--- src/rtl/dsp_mac_sequencer.sv ---
// ---------------------------------------------------------------------------
// dsp_mac_sequencer
//
// Sequences one DSP48A1-style slice as an 18x18 unsigned multiply-accumulator.
// A job of LEN operand pairs arrives on a valid/ready stream. The pairs are
// forwarded straight to the slice's A/B ports. The 48-bit dot product read
// back from P is then offered on a valid/ready result port.
//
// Expected slice configuration: A1REG=1, B1REG=1, MREG=1, PREG=1, OPMODEREG=1,
// A0REG=0, B0REG=0, CARRYINSEL="OPMODE5", B_INPUT="DIRECT".
//
// Optional feature (macro MACSEQ_OVF_FLAG_EN): adds output res_ovf. It is a
// sticky flag that records a CARRYOUT from any accumulation of the job.
//
// Ports:
//   clk, RST             clock shared with the slice; synchronous active-high reset
//   start, len, busy     job request (sampled in IDLE), pair count, not-idle flag
//   s_valid/s_ready/s_a/s_b   operand pair stream
//   dsp_a, dsp_b, dsp_cea, dsp_ceb, dsp_cem, dsp_ceopmode,
//   dsp_opmode, dsp_cep, dsp_rstp                           slice control
//   dsp_p, dsp_carryout  slice outputs
//   res_valid/res_ready/res_data   result handshake (res_ovf with the macro)
// ---------------------------------------------------------------------------
module dsp_mac_sequencer #(
    parameter int unsigned LEN_W     = 16,
    parameter logic [7:0]  OPM_FIRST = 8'h01,
    parameter logic [7:0]  OPM_ACC   = 8'h09
) (
    input  logic             clk,
    input  logic             RST,
    input  logic             start,
    input  logic [LEN_W-1:0] len,
    output logic             busy,
    input  logic             s_valid,
    output logic             s_ready,
    input  logic [17:0]      s_a,
    input  logic [17:0]      s_b,
    output logic [17:0]      dsp_a,
    output logic [17:0]      dsp_b,
    output logic             dsp_cea,
    output logic             dsp_ceb,
    output logic             dsp_cem,
    output logic             dsp_ceopmode,
    output logic [7:0]       dsp_opmode,
    output logic             dsp_cep,
    output logic             dsp_rstp,
    input  logic [47:0]      dsp_p,
    input  logic             dsp_carryout,
    output logic             res_valid,
    input  logic             res_ready,
    output logic [47:0]      res_data
`ifdef MACSEQ_OVF_FLAG_EN
    ,
    output logic             res_ovf
`endif
);

    typedef enum logic [1:0] {
        IDLE  = 2'd0,
        LOAD  = 2'd1,
        DRAIN = 2'd2,
        DONE  = 2'd3
    } state_t;

    localparam logic [LEN_W-1:0] CNT_ONE = LEN_W'(1);

    state_t           state_r;
    state_t           state_nxt_s;
    logic [LEN_W-1:0] cnt_r;
    logic             first_r;       // next accepted pair is the job's first
    logic             tag1_vld_r;    // pair sitting in A1/B1
    logic             tag1_first_r;
    logic             tag2_vld_r;    // pair sitting in M; only its valid bit drives CEP
    logic             rstp_r;        // one-cycle P clear after a job is accepted
    logic             hs_s;
    logic             start_job_s;

    assign hs_s        = s_valid & s_ready;
    assign start_job_s = (state_r == IDLE) & start;

    // State, remaining count and the tag pipe that shadows the slice registers.
    always_ff @(posedge clk) begin
        if (RST) begin
            state_r      <= IDLE;
            cnt_r        <= '0;
            first_r      <= 1'b0;
            tag1_vld_r   <= 1'b0;
            tag1_first_r <= 1'b0;
            tag2_vld_r   <= 1'b0;
            rstp_r       <= 1'b0;
        end else begin
            state_r      <= state_nxt_s;
            // A missing handshake pushes a bubble, so tag position tracks slice stage.
            tag1_vld_r   <= hs_s;
            tag1_first_r <= hs_s & first_r;
            tag2_vld_r   <= tag1_vld_r;
            rstp_r       <= start_job_s;
            if (start_job_s) begin
                cnt_r   <= len;
                first_r <= 1'b1;
            end else if (hs_s) begin
                cnt_r   <= cnt_r - CNT_ONE;
                first_r <= 1'b0;
            end else begin
                cnt_r   <= cnt_r;
                first_r <= first_r;
            end
        end
    end

    // Next-state decode.
    always_comb begin
        state_nxt_s = state_r;
        case (state_r)
            IDLE: begin
                if (start) begin
                    state_nxt_s = (len != '0) ? LOAD : DRAIN;
                end else begin
                    state_nxt_s = IDLE;
                end
            end
            LOAD: begin
                if (hs_s && (cnt_r == CNT_ONE)) begin
                    state_nxt_s = DRAIN;
                end else begin
                    state_nxt_s = LOAD;
                end
            end
            DRAIN: begin
                // The product in M (tag2) is written to P on this same edge.
                // With A1/B1 empty, P is final one cycle later.
                if (!tag1_vld_r) begin
                    state_nxt_s = DONE;
                end else begin
                    state_nxt_s = DRAIN;
                end
            end
            DONE: begin
                if (res_ready) begin
                    state_nxt_s = IDLE;
                end else begin
                    state_nxt_s = DONE;
                end
            end
            default: state_nxt_s = IDLE;
        endcase
    end

    assign busy         = (state_r != IDLE);
    assign s_ready      = (state_r == LOAD);
    assign dsp_a        = s_a;
    assign dsp_b        = s_b;
    assign dsp_cea      = hs_s;
    assign dsp_ceb      = hs_s;
    assign dsp_cem      = 1'b1;
    assign dsp_ceopmode = 1'b1;
    // OPMODE is registered inside the slice, so it is selected from tag1 (the
    // pair in A1/B1). It is then in effect in the cycle when that pair's product
    // sits in M.
    assign dsp_opmode   = tag1_first_r ? OPM_FIRST : OPM_ACC;
    assign dsp_cep      = tag2_vld_r;
    assign dsp_rstp     = RST | rstp_r;
    assign res_valid    = (state_r == DONE);
    assign res_data     = dsp_p;

`ifdef MACSEQ_OVF_FLAG_EN
    logic cep_d_r;
    logic ovf_r;

    // Sticky carry-out flag; CARRYOUT is valid the cycle after a P update.
    always_ff @(posedge clk) begin
        if (RST) begin
            cep_d_r <= 1'b0;
            ovf_r   <= 1'b0;
        end else begin
            cep_d_r <= tag2_vld_r;
            if (start_job_s) begin
                ovf_r <= 1'b0;
            end else if (cep_d_r & dsp_carryout) begin
                ovf_r <= 1'b1;
            end else begin
                ovf_r <= ovf_r;
            end
        end
    end

    // The last carry lands in the first DONE cycle, so it is forwarded alongside the flag.
    assign res_ovf = res_valid & (ovf_r | (cep_d_r & dsp_carryout));
`else
    logic unused_carryout_s;
    assign unused_carryout_s = dsp_carryout;
`endif

endmodule

--- config.mk ---
export PLATFORM = sky130hd
export DESIGN_NAME = dsp_mac_sequencer
export DESIGN_NICKNAME = d
export VERILOG_FILES = /design/src/rtl/dsp_mac_sequencer.sv
export SDC_FILE = /design/constraint.sdc
export NUM_CORES = 1
export LEC_CHECK = 0
export CORE_MARGIN = 2
export CORE_UTILIZATION = 26
export CTS_CLUSTER_DIAMETER = 30
export DETAILED_ROUTE_END_ITERATION = 6
export PLACE_DENSITY = 0.83
export RECOVER_POWER = 100
export SYNTH_ARGS = -nofsm -noshare
export SYNTH_HDL_FRONTEND = slang
export SYNTH_SLANG_ARGS = --single-unit
--- constraint.sdc ---
create_clock -name clk -period 1.6 [get_ports clk]
set_input_delay 0.24 -clock clk [delete_from_list [all_inputs] [get_ports clk]]
set_output_delay 0.24 -clock clk [all_outputs]
set_load 0.03 [all_outputs]
==> flow_summary.toml <==
[timing]
drv_slew = 0
setup_violations = 4
finClkSkew_ps = 5.65
setup_ws_ps = -97.7
tns_ps = -223
max_freq_mhz = 589
rsz0062_at_grt = "yes"
hold_viol = 0
timing.final.crit_share = 1.06
fin_crit_ps = 1700

[critical_path]
r2r-start = "cnt_r[10]"
cp.buffers_inverters = 0
path_delay_family = "simple AND/OR/NAND/NOR gates"
r2r_end = "state_r[1]"
path_cells = "or4_4 > or3_4 > o32a_1 > a21oi_2"
path_max_fanout = 3
crit_required_ps = 1800
worst-path-stages = 4
r2r_setup_slack_ps = -100
slowest_delay_ps = 530
critPathArrivalTime_ps = 1900
critPathLaunchType = "flip-flop"
end_kind = "flip-flop"
worstSetupPathType = "flip-flop to flip-flop"
cp-startpoint = "cnt_r[10]"
critPathSlowestCell = "or4_4"
worst-r2r-cell-count = 4
crit_end = "state_r[1]"

[power]
ir_worst_vdd_v = 0.000193
p_per_area_nw_per_um2 = 838
p_leak_uw = 0.000776

[clock_network]
clk_latency_ps = 260
htreeDepth = 1
clock_path_buffers = 2
clk_pin_slew_ps = 80
cts_buffers = 3
cts_tree = "done"
cts_root_buf = "clkbuf_8"
cts.sinks = 23

[yosys]
syn_area_um2 = 1920
synth_top_area_share = 0.368
synth-seq-cells = 23
ys_warn_count = 0
yosys-top-cells-area = "buf_4 (37%), dfxtp_1 (24%), a21oi_1 (2.6%)"
synthTopCellsByCount = "buf_4 (94), dfxtp_1 (23), nor2_1 (13)"
synth_most_common_cell = "buf_4"
netlist_instances = 240
ys_dominant_reg_cell = "dfxtp_1"
synth_cell_types = 41
synth_seq_area_share = 0.240
synth_async_sr_flop_share = 0
synth_area_leader_cell = "buf_4"
synth_edf_count = 0
avgSynthCellArea_um2 = 7.99

[final_layout]
final_nets = 323
area_growth_syn_to_layout_pct = 2.94
utilization = 0.274
drive_gt1_frac = 0.327
fin_area_um2 = 1970
insertedDiodeCount = 0
stdcell_count = 313

[die]
initial_utilization = 0.266
rows = 31
core_area_um2 = 7210
io_pins = 207
die_area_um2 = 8080
die_y_um = 89.9
die_w_um = 89.9

[route]
vias = 1464
drc = 0
postRouteAntennaNets = 0
wl_um = 4360
firstDrtPassIters = 4
drtIter0Drc = 104
vias_per_cell = 4.68
wl_per_cell_um = 13.9

[global_route]
grt_first_pass_wirelength_um = 6670
grt_overflow = 0
grt.total_usage = 0.100
grt_max_degree = 25
grt_pass1_vias = 1429
antenna_found_initial = 0

[placement]
placed_cells = 307
io_buffers = 28
dp.final_hpwl_um = 3250
post_dp_cell_area_um2 = 1870
place_congestion = 0.825

[worst_hold_path]
hp-start = "tag1_vld_r"
hold_path_depth = 1
hold_path_class = "flip-flop to flip-flop"

[run_status]
status = "finished, violations left"
failed_checks = "setup timing"

[flow_run]
cap_violations = 0
## cells by family (layout without fill, tap and decap cells)
| family | count (synthesis) | in the layout | share of synthesized area |
|---|---|---|---|
| adder cells (fa/ha/maj) | 2 | 2 | 0.0131 |
| AO/OA/AOI/OAI | 43 | 43 | 0.158 |
| other | 2 | 9 | 0.00392 |
| AND/OR/NAND/NOR | 63 | 63 | 0.191 |
| flip-flops | 23 | 23 | 0.240 |
| buffers and inverters | 107 | 74 | 0.394 |
## layout make-up
type                       count  area [um^2]
clock buffer                   3         41.3
clock inverter                 1         5.00
fill                         787         5240
inverter                       6         22.5
multi-input combinational    117          766
sequential                    23          467
tap                           99          124
timing repair buffer          64          548
## how the worst min path moves through the flow
stage	endpoint
floorplan	cnt_r[14]
global placement	tag1_first_r
global route	dsp_a[4]
finish	dsp_cep
detailed placement	dsp_cep
CTS	dsp_cep
## state kept, by name, summed over array words and instances, names as in the netlist
register,count
cnt_r,16
dsp_cep,1
first_r,1
rstp_r,1
state_r,2
tag1_first_r,1
tag1_vld_r,1
## per-layer routing
| metal | wire (um) | GRT usage | vias to the layer above | share of wire |
|---|---|---|---|---|
| met2 | 2130 | 0.164 | 73 | 0.49 |
| li1 | - | - | 678 | - |
| met4 | 180 | 0.0756 | 0 | 0.041 |
| met1 | 1520 | 0.105 | 679 | 0.35 |
| met5 | 0 | 0 | - | 0 |
| met3 | 531 | 0.0369 | 34 | 0.12 |
## timing repair
item	CTS	global route
pin swaps	0	10
resized for setup	8	18
hold endpoints to repair	0	0
hold buffers	0	0
buffers inserted	0	2
endpoints found under the setup margin	10	13
## cell usage in the layout (no fill, tap or decap), types with 3 or more instances in the layout
master           count
nand2_1             11
clkdlybuf4s50_1     18
a2bb2oi_1            3
nand4_1              4
nor2_1              12
buf_4               34
o211ai_1             6
nand3_1              6
or2_2                3
conb_1               9
dfxtp_2              5
o21ai_0              3
dfxtp_1             18
nor4_1               4
nor3_1               3
a21oi_1             10
or3_1                4
inv_1                4
clkbuf_8             3
a31oi_1              7
dlygate4sd3_1        3
## power breakdown
group / internal [uW] / total (uW) / switching (uW) / leakage (uW)
Sequential: 626 / 669 / 42.8 / 0.000191
Combinational: 301 / 619 / 319 / 0.000560
Clock: 174 / 365 / 191 / 0.0000255
## stage by stage
step / power [uW] / setup slack (ps) / hold WS [ps]
after global routing: 1750 / -152 / 480
final: 1650 / -97.7 / 467
after floorplan: 1400 / -71.7 / 364
after global placement: 1240 / -145 / 448
after detailed placement: 1260 / -180 / 455
after CTS: 1630 / -94.1 / 469
Power figures use the tool's default switching activity.
